===== src/rtl/apb_req_arbiter.sv =====
// apb_req_arbiter: round-robin sequencer that shares one APB_Master user-side port among
// NUM_REQ requesters, one transfer at a time, with completion taken from the observed APB handshake.
`ifndef APB_ADDR_WIDTH
`define APB_ADDR_WIDTH 32
`endif
`ifndef APB_DATA_WIDTH
`define APB_DATA_WIDTH 32
`endif
`ifndef APB_STRB_WIDTH
`define APB_STRB_WIDTH 4
`endif
`ifndef APB_PROT_WIDTH
`define APB_PROT_WIDTH 3
`endif

// state  | meaning
// IDLE   | sample req, pick winner at/after rr pointer, latch its payload
// ISSUE  | transfer=1 until the master is seen in SETUP (PSEL)
// ACCESS | wait for PSEL&PENABLE&PREADY, count wait cycles for bus_hang
// RESP   | one-cycle done pulse to the winner, advance rr pointer
module apb_req_arbiter #(
  parameter int NUM_REQ  = 4,
  parameter int AW       = `APB_ADDR_WIDTH,
  parameter int DW       = `APB_DATA_WIDTH,
  parameter int SW       = `APB_STRB_WIDTH,
  parameter int PW       = `APB_PROT_WIDTH,
  parameter int HANG_CYC = 256
) (
  input  logic                  PCLK,
  input  logic                  PRESETn,
  input  logic [NUM_REQ-1:0]    req,
  input  logic [NUM_REQ-1:0]    req_write,
  input  logic [NUM_REQ*AW-1:0] req_addr,
  input  logic [NUM_REQ*DW-1:0] req_wdata,
  input  logic [NUM_REQ*SW-1:0] req_strb,
  input  logic [NUM_REQ*PW-1:0] req_prot,
  output logic [NUM_REQ-1:0]    gnt,
  output logic [NUM_REQ-1:0]    done,
  output logic [DW-1:0]         rsp_rdata,
  output logic                  rsp_slverr,
  output logic                  bus_hang,
  output logic                  SWRITE,
  output logic [AW-1:0]         SADDR,
  output logic [DW-1:0]         SWDATA,
  output logic [SW-1:0]         SSTRB,
  output logic [PW-1:0]         SPROT,
  output logic                  transfer,
  input  logic                  PSEL,
  input  logic                  PENABLE,
  input  logic                  PREADY,
  input  logic                  PSLVERR,
  input  logic [DW-1:0]         PRDATA
);
  localparam int IW = (NUM_REQ > 1) ? $clog2(NUM_REQ) : 1;
  localparam int CW = $clog2(HANG_CYC + 1);

  typedef enum logic [1:0] {S_IDLE, S_ISSUE, S_ACCESS, S_RESP} state_t;

  state_t              state_q, state_d;
  logic [IW-1:0]       ptr_q, ptr_d, win_q, win_d;
  logic [NUM_REQ-1:0]  gnt_q, gnt_d, done_q, done_d;
  logic                swrite_q, swrite_d;
  logic [AW-1:0]       saddr_q, saddr_d;
  logic [DW-1:0]       swdata_q, swdata_d;
  logic [SW-1:0]       sstrb_q, sstrb_d;
  logic [PW-1:0]       sprot_q, sprot_d;
  logic                xfer_q, xfer_d;
  logic [DW-1:0]       rdata_q, rdata_d;
  logic                slverr_q, slverr_d;
  logic                hang_q, hang_d;
  logic [CW-1:0]       cnt_q, cnt_d;

  logic [AW-1:0]       addr_a  [NUM_REQ];
  logic [DW-1:0]       wdata_a [NUM_REQ];
  logic [SW-1:0]       strb_a  [NUM_REQ];
  logic [PW-1:0]       prot_a  [NUM_REQ];

  for (genvar g = 0; g < NUM_REQ; g++) begin : g_unpack
    assign addr_a[g]  = req_addr[g*AW +: AW];
    assign wdata_a[g] = req_wdata[g*DW +: DW];
    assign strb_a[g]  = req_strb[g*SW +: SW];
    assign prot_a[g]  = req_prot[g*PW +: PW];
  end

  // Rotate so bit 0 is the requester at the pointer; lowest set offset wins.
  logic [NUM_REQ-1:0]  req_rot;
  logic [IW:0]         sum;
  logic [IW-1:0]       pick;
  logic                found;

  assign req_rot = NUM_REQ'({req, req} >> ptr_q);

  always_comb begin
    found = 1'b0;
    sum   = '0;
    pick  = '0;
    for (int off = NUM_REQ - 1; off >= 0; off--) begin
      if (req_rot[off]) begin
        found = 1'b1;
        sum   = {1'b0, ptr_q} + (IW+1)'(off);
      end
    end
    if (sum >= (IW+1)'(NUM_REQ)) pick = IW'(sum - (IW+1)'(NUM_REQ));
    else                         pick = sum[IW-1:0];
  end

  always_comb begin
    state_d  = state_q;
    ptr_d    = ptr_q;
    win_d    = win_q;
    gnt_d    = gnt_q;
    done_d   = '0;
    swrite_d = swrite_q;
    saddr_d  = saddr_q;
    swdata_d = swdata_q;
    sstrb_d  = sstrb_q;
    sprot_d  = sprot_q;
    xfer_d   = xfer_q;
    rdata_d  = rdata_q;
    slverr_d = slverr_q;
    hang_d   = hang_q;
    cnt_d    = cnt_q;
    unique case (state_q)
      S_IDLE: begin
        if (found) begin
          win_d    = pick;
          gnt_d    = NUM_REQ'(1) << pick;
          swrite_d = req_write[pick];
          saddr_d  = addr_a[pick];
          swdata_d = wdata_a[pick];
          sstrb_d  = strb_a[pick];
          sprot_d  = prot_a[pick];
          xfer_d   = 1'b1;
          state_d  = S_ISSUE;
        end
      end
      S_ISSUE: begin
        if (PSEL) begin
          xfer_d  = 1'b0;
          cnt_d   = '0;
          state_d = S_ACCESS;
        end
      end
      S_ACCESS: begin
        if (PSEL && PENABLE && PREADY) begin
          rdata_d  = PRDATA;
          slverr_d = PSLVERR;
          done_d   = gnt_q;
          state_d  = S_RESP;
        end else if (cnt_q != CW'(HANG_CYC)) begin
          cnt_d = cnt_q + 1'b1;
          if (cnt_q + 1'b1 == CW'(HANG_CYC)) hang_d = 1'b1;
        end
      end
      S_RESP: begin
        gnt_d   = '0;
        ptr_d   = (win_q == IW'(NUM_REQ - 1)) ? '0 : win_q + 1'b1;
        state_d = S_IDLE;
      end
      default: state_d = S_IDLE;
    endcase
  end

  always_ff @(posedge PCLK or negedge PRESETn) begin
    if (!PRESETn) begin
      state_q  <= S_IDLE;
      ptr_q    <= '0;
      win_q    <= '0;
      gnt_q    <= '0;
      done_q   <= '0;
      swrite_q <= 1'b0;
      saddr_q  <= '0;
      swdata_q <= '0;
      sstrb_q  <= '0;
      sprot_q  <= '0;
      xfer_q   <= 1'b0;
      rdata_q  <= '0;
      slverr_q <= 1'b0;
      hang_q   <= 1'b0;
      cnt_q    <= '0;
    end else begin
      state_q  <= state_d;
      ptr_q    <= ptr_d;
      win_q    <= win_d;
      gnt_q    <= gnt_d;
      done_q   <= done_d;
      swrite_q <= swrite_d;
      saddr_q  <= saddr_d;
      swdata_q <= swdata_d;
      sstrb_q  <= sstrb_d;
      sprot_q  <= sprot_d;
      xfer_q   <= xfer_d;
      rdata_q  <= rdata_d;
      slverr_q <= slverr_d;
      hang_q   <= hang_d;
      cnt_q    <= cnt_d;
    end
  end

  assign gnt        = gnt_q;
  assign done       = done_q;
  assign rsp_rdata  = rdata_q;
  assign rsp_slverr = slverr_q;
  assign bus_hang   = hang_q;
  assign SWRITE     = swrite_q;
  assign SADDR      = saddr_q;
  assign SWDATA     = swdata_q;
  assign SSTRB      = sstrb_q;
  assign SPROT      = sprot_q;
  assign transfer   = xfer_q;

endmodule


===== config.mk =====
export PLATFORM = sky130hd
export DESIGN_NAME = apb_req_arbiter
export DESIGN_NICKNAME = d
export VERILOG_FILES = /design/src/rtl/apb_req_arbiter.sv
export SDC_FILE = /design/constraint.sdc
export NUM_CORES = 1
export LEC_CHECK = 0
export CAP_MARGIN = 40
export CORE_AREA = 2 2 175 177
export DETAILED_ROUTE_END_ITERATION = 12
export DIE_AREA = 0 0 177 179
export GPL_TIMING_DRIVEN = 0
export SYNTH_ARGS = -nofsm -noshare
export SYNTH_HDL_FRONTEND = slang
export SYNTH_SLANG_ARGS = --single-unit

===== constraint.sdc =====
create_clock -name PCLK -period 1.8 [get_ports PCLK]
set_clock_uncertainty 0.05 [all_clocks]
set_input_delay 0.18 -clock PCLK [delete_from_list [all_inputs] [get_ports PCLK]]
set_output_delay 0.18 -clock PCLK [all_outputs]
set_load 0.005 [all_outputs]

# Yosys cells after proc, flatten, opt, wreduce, memory -nomap -nowiden
# Index checks and enable logic that the tools add are counted.
dict set report totals {
  ff_bits 130
  in_bits 330
  word_cells 91
}
dict set report classes {
  addsub 6
  order_cmp 3
  eq_ne 11
  shift 2
  mux 39
  bitwise 2
  reduce_logical 13
}
# op n
set op_table {}
lappend op_table {{32-bit binary-select mux with 2-bit select} 2}
lappend op_table {{32-bit 2-to-1 mux} 4}
lappend op_table {{9-bit 2-to-1 mux} 3}
lappend op_table {{4-bit 2-to-1 mux} 5}
lappend op_table {{3-bit 2-to-1 mux} 6}
lappend op_table {{9-bit one-hot mux with 2 select lines} 1}
lappend op_table {{2-bit 2-to-1 mux} 5}
lappend op_table {{2-bit != test, second input constant} 5}
lappend op_table {{9-bit by 1-bit adder with 9-bit output, second input constant} 1}
lappend op_table {{9-bit == test, second input constant} 1}
lappend op_table {{9-bit != test, second input constant} 1}
lappend op_table {{4-bit binary-select mux with 2-bit select} 1}
lappend op_table {{2-bit one-hot mux with 4 select lines} 1}
lappend op_table {{4-bit one-hot mux with 2 select lines} 1}
lappend op_table {{4-bit AND reduction} 2}
lappend op_table {{8-bit by 2-bit right shift with 4-bit output} 1}
lappend op_table {{1-bit 2-to-1 mux} 7}
lappend op_table {{2-bit by 2-bit adder with 3-bit output, second input constant} 2}
lappend op_table {{3-bit binary-select mux with 2-bit select} 1}
lappend op_table {{2-bit == test, second input constant} 3}
lappend op_table {{3-bit greater-or-equal comparator, second input constant} 2}
lappend op_table {{2-bit AND reduction} 3}
lappend op_table {{3-bit AND reduction} 2}
lappend op_table {{2-bit nonzero test} 3}
lappend op_table {{other kinds (12)} 13}

# Longest topological paths before layout
dict set report depth {
  word_depth 11
  ltp_mapped 8
}

# Worst setup path before layout
# Ideal clock, no wire load.
dict set report synth_path {
  kind {reg-to-reg}
  startpoint {reg ptr_q[1]}
  endpoint {reg sprot_q[1], in the netlist SPROT[1]}
  setup_ns 0.128
  t_arrival_ns 1.543
  required_time_ns 1.622
  setup_slack_ns 0.079
  stages_incl_launch_ff 9
  synth_period_minus_slack_ns 1.721
  cell_sequence {dfrtp_1 -> buf_4 -> inv_2 -> nor3_1 -> a311o_1 -> buf_6 -> buf_6 -> a221oi_2 -> o22ai_1}
}
dict set report synth_between {
  elab_chain_cells 11
  word_cells_on_any_way 20
}
# element line
set synth_lines {}
lappend synth_lines {{start: declaration} 60} ;# logic [IW-1:0] ptr_q, ptr_d, win_q, win_d;
lappend synth_lines {{start signal: assignment} 183} ;# ptr_q <= ptr_d;
lappend synth_lines {{2-bit by 2-bit adder with 3-bit output / 8-bit by 2-bit right shift with 4-bit output (equally long branches)} {100, 91}}
lappend synth_lines {{3-bit 2-to-1 mux (4 in series)} 98} ;# if (req_rot[off]) begin
lappend synth_lines {{3-bit greater-or-equal comparator / 2-bit by 1-bit subtractor with 2-bit output (equally long branches)} 103} ;# if (sum >= (IW+1)'(NUM_REQ)) pick = IW'(sum - (IW+1)'(NUM_REQ));
lappend synth_lines {{2-bit 2-to-1 mux} 103}
lappend synth_lines {{2-bit NOT with 3-bit output (implied by the code)} 132} ;# sprot_d = prot_a[pick];
lappend synth_lines {{3-bit binary-select mux with 2-bit select} 132}
lappend synth_lines {{3-bit 2-to-1 mux (implied by the code) (2 in series)} 132}
lappend synth_lines {{end signal: assignment} 191} ;# sprot_q <= sprot_d;
lappend synth_lines {{end: declaration} 66} ;# logic [PW-1:0] sprot_q, sprot_d;
# Parallel ways exist; a longest one is shown, timed or not. The select of a mux whose other input is x is not followed.
# A chain may end at the register's enable or synchronous reset.

# Worst setup path after layout
dict set report layout_path {
  startpoint {reg ptr_q[1]}
  endpoint {reg saddr_q[2], in the netlist SADDR[2]}
}
dict set report layout_between {
  elab_chain_cells 11
  word_cells_on_any_way 20
}
# element line
set layout_lines {}
lappend layout_lines {{2-bit by 2-bit adder with 3-bit output / 8-bit by 2-bit right shift with 4-bit output (equally long branches)} {100, 91}}
lappend layout_lines {{3-bit 2-to-1 mux (4 in series)} 98}
lappend layout_lines {{3-bit greater-or-equal comparator / 2-bit by 1-bit subtractor with 2-bit output (equally long branches)} 103}
lappend layout_lines {{2-bit 2-to-1 mux} 103}
lappend layout_lines {{2-bit NOT with 3-bit output (implied by the code)} 129} ;# saddr_d = addr_a[pick];
lappend layout_lines {{32-bit binary-select mux with 2-bit select} 129}
lappend layout_lines {{32-bit 2-to-1 mux (implied by the code) (2 in series)} 129}
lappend layout_lines {{end signal: assignment} 188} ;# saddr_q <= saddr_d;
lappend layout_lines {{end: declaration} 63} ;# logic [AW-1:0] saddr_q, saddr_d;
# Parallel ways exist; a longest one is shown, timed or not. The select of a mux whose other input is x is not followed.

==> results.sh <==
export IMPL_drcViolationCount=0
export IMPL_p_comb_share_pct=58.8
export IMPL_ctsRootBufferMaster="clkbuf_16"
export IMPL_p_total_mw=20.6
export IMPL_crit_arrival_ns=2.13
export IMPL_slowest_delay_ns=0.37
export IMPL_clock_power_share_pct=16.5
export IMPL_post_synth_cell_area_avg_um2=10.5
export IMPL_area_growth_pct=86.4
export IMPL_fp_dieW_um=177
export IMPL_synth_warnings=0
export IMPL_grtUsageMet1_pct=25.4
export IMPL_diodes=0
export IMPL_grt_busiest_layer="met2"
export IMPL_avgRoutedWirePerCell_um=21.5
export IMPL_path_common_cell="buf_6"
export IMPL_hold_path_end="gnt[2]"
export IMPL_antenna_found_initial=0
export IMPL_design_area_um2=14300
export IMPL_swShare_pct=38.7
export IMPL_internal_power_mw=12.7
export IMPL_fin_crit_sh_pct=105
export IMPL_critPathLaunch="ptr_q[1]"
export IMPL_syn_nets=1069
export IMPL_place_congestion=0.814
export IMPL_rsz0062_at_grt="yes"
export IMPL_async_reset_ff_share_pct=100
export IMPL_numCtsBuffers=17
export IMPL_post_drt_via_cell_ratio=4.95
export IMPL_finalSetupViolCount=67
export IMPL_clkTransAtPathRegs_ns=0.07
export IMPL_p_switching_mw=7.98
export IMPL_grt_pass1_vias=7913
export IMPL_post_dp_hpwl_mm=26.2
export IMPL_fin_ws_ns=-0.0922
export IMPL_hold_viol=0
export IMPL_synth_edf_count=0
export IMPL_vias=8011
export IMPL_die_area_um2=31700
export IMPL_slew_viol_final=0
export IMPL_ctsHtreeMaxLevel=4
export IMPL_layout_min_cycle_time_ns=1.89
export IMPL_ios=445
export IMPL_grt_pass1_wl_mm=48.8
export IMPL_power_share_sequential_pct=24.7
export IMPL_utilization_pct=47.5
export IMPL_required_ns=2.04
export IMPL_synth_top_area_cell="dfrtp_1"
export IMPL_worstReg2RegEnd="SADDR[2]"
export IMPL_num_rows=64
export IMPL_fmax_ghz=0.528
export IMPL_status="complete, but fails checks"
export IMPL_hold_path_depth=4
export IMPL_synthDistinctLibCells=47
export IMPL_cts_tree="done"
export IMPL_synthTopCellsByArea="dfrtp_1 (43%), mux2i_1 (9.7%), a221oi_2 (9.6%)"
export IMPL_cts_sinks=130
export IMPL_max_cap_violations=0
export IMPL_ys_ff_latch=130
export IMPL_critPathTopFamily="buffers and inverters"
export IMPL_grt_usage_pct=20.6
export IMPL_tightest_slew_ns=0.620
export IMPL_cts_buffer_depth=2
export IMPL_start_util_pct=25.5
export IMPL_dp_cells=1568
export IMPL_final_common_cell="clkdlybuf4s50_1"
export IMPL_rr_startpoint="ptr_q[1]"
export IMPL_most_common_layout_cells="clkdlybuf4s50_1 (439), dfrtp_1 (125), nor2_1 (82)"
export IMPL_dr_pass1_iters=4
export IMPL_synth_flop_cell="dfrtp_1"
export IMPL_drive_gt1_share_pct=22.3
export IMPL_worst_path_max_fanout=10
export IMPL_ys_seq_area_share_pct=42.5
export IMPL_syn_area_um2=7650
export IMPL_grtUsageMet2_pct=35.6
export IMPL_grt_overflow=0
export IMPL_relSlewSlack_pct=58.7
export IMPL_wl_mm=34.8
export IMPL_worst_path_buf_inv=3
export IMPL_finalNetCount=1549
export IMPL_rr_worst_depth=7
export IMPL_holdCritStartpoint="req[2]"
export IMPL_path_class="flip-flop to flip-flop"
export IMPL_io_buffer_count=441
export IMPL_worstSetupStartpointType="flip-flop"
export IMPL_synth_top_area_share_pct=42.5
export IMPL_grt_max_degree=70
export IMPL_instances_no_fill=1619
export IMPL_antenna_left=0
export IMPL_violations="setup timing"
export IMPL_fp_coreArea_um2=30000
export IMPL_die_h_um=179
export IMPL_clk_latency_ns=0.41
export IMPL_drt_iter0_drc=335
export IMPL_use_met3_pct=4.62
export IMPL_r2r_setup_slack_ns=-0.09
export IMPL_setup_tns_ns=-2.45
export IMPL_ir_drop_mv=0.601
export IMPL_place_area_um2=12600
export IMPL_synthCells=730
export IMPL_powerDensity_nw_per_um2=1450
export IMPL_crit_slowest_cell="dfrtp_1"
export IMPL_leakage_nw=5.57
export IMPL_crit_path_end_kind="flip-flop"
export IMPL_crit_chain="buf_6 -> a21oi_2 -> o32a_1 -> clkbuf_16 -> buf_6 -> mux2i_2 -> o22ai_1"
export IMPL_min_path_type="input pin to flip-flop"
export IMPL_whs_ns=0.171
export IMPL_place_ws_ns=-0.790
==> power by group through the flow <==
stage / Sequential (mW) / Combinational [mW] / Clock (mW)
final: 5.11 / 12.1 / 3.40
after global routing: 5.27 / 13.0 / 3.64
after CTS: 5.09 / 11.3 / 3.49
after detailed placement: 5.12 / 10.4 / 0
after global placement: 5.07 / 10.3 / 0
after floorplan: 5.09 / 5.22 / 0
==> how the worst max path moves through the flow <==
| stage | endpoint | slack, ns | depth (start not counted) |
|---|---|---|---|
| 2_1_floorplan | SPROT[1] | 0.08 | 8 |
| 3_3_place_gp | SWDATA[28] | -5.20 | 1 |
| 3_5_place_dp | SWDATA[9] | -0.79 | 8 |
| 4_1_cts | SSTRB[0] | -0.07 | 8 |
| 5_1_grt | SWDATA[1] | -0.15 | 7 |
| 6_report | SADDR[2] | -0.09 | 7 |
==> sequential cells by signal, indices dropped and copies added (netlist names), 2 cells and up <==
name / count
SADDR: 32
SWDATA: 32
rsp_rdata: 32
cnt_q: 9
SSTRB: 4
done: 4
gnt: 4
SPROT: 3
ptr_q: 2
state_q: 2
win_q: 2
==> Yosys cell counts, types with 2 or more instances <==
cell type  instances
nor2_1            82
a221oi_1          23
o21bai_1           2
mux2_2            34
buf_2             14
o22ai_1           73
o221a_2            2
nand3_1            7
nand2_1           30
a221oi_2          49
buf_6             14
xor2_1             2
inv_1              8
nor3_1             7
nand2b_1           4
ha_1               9
a22o_1             4
clkbuf_1          26
a21o_1             2
nor2b_1            2
o21ai_0           63
and3_1             8
buf_4             10
mux2i_1           74
or3_1              2
o21ai_1           22
dfrtp_1          130
a21oi_1            8
==> what timing repair did <==
| item | CTS | global route |
|---|---|---|
| pin swaps | 16 | 41 |
| gates cloned | 1 | 5 |
| hold endpoints to repair | 61 | 0 |
| setup endpoints to repair | 111 | 98 |
| hold buffers | 1 | 0 |
| gates resized for setup | 121 | 86 |
| buffers inserted | 5 | 8 |
==> area by class of cell <==
cell class	count	area (µm²)
Buffer	64	684
Clock buffer	18	439
Clock inverter	14	119
Fill cell	2832	15800
Inverter	9	36.3
Multi-Input combinational cell	526	4500
Sequential cell	130	3260
Tap cell	396	495
Timing Repair Buffer	462	4720
==> worst reg2reg max path: cells and delay by family (launching register included) <==
kind                   cells  cell delay [ns]
buffers and inverters      3             0.56
AOI/OAI and AO/OA          3             0.52
muxes                      1             0.27
DFF                        1             0.37
==> per-layer routing <==
metal	part of all wire, %	routed length, µm
met1	41	14300
met2	50	17500
met3	7.0	2450
met4	1.7	582
met5	0	0
==> cells by family (layout without fill, tap and decap cells) <==
| family | after synthesis | count (layout) | share of synthesized area [%] |
|---|---|---|---|
| and+or+nand+nor | 148 | 148 | 8.56 |
| muxes | 108 | 108 | 14.7 |
| xor gates and xnor gates | 2 | 2 | 0.229 |
| AOI/OAI and AO/OA | 259 | 259 | 26.8 |
| buffers and inverters | 74 | 567 | 5.73 |
| adders and majority gates | 9 | 9 | 1.47 |
| DFF | 130 | 130 | 42.5 |
(Power assumes the default switching activity.)
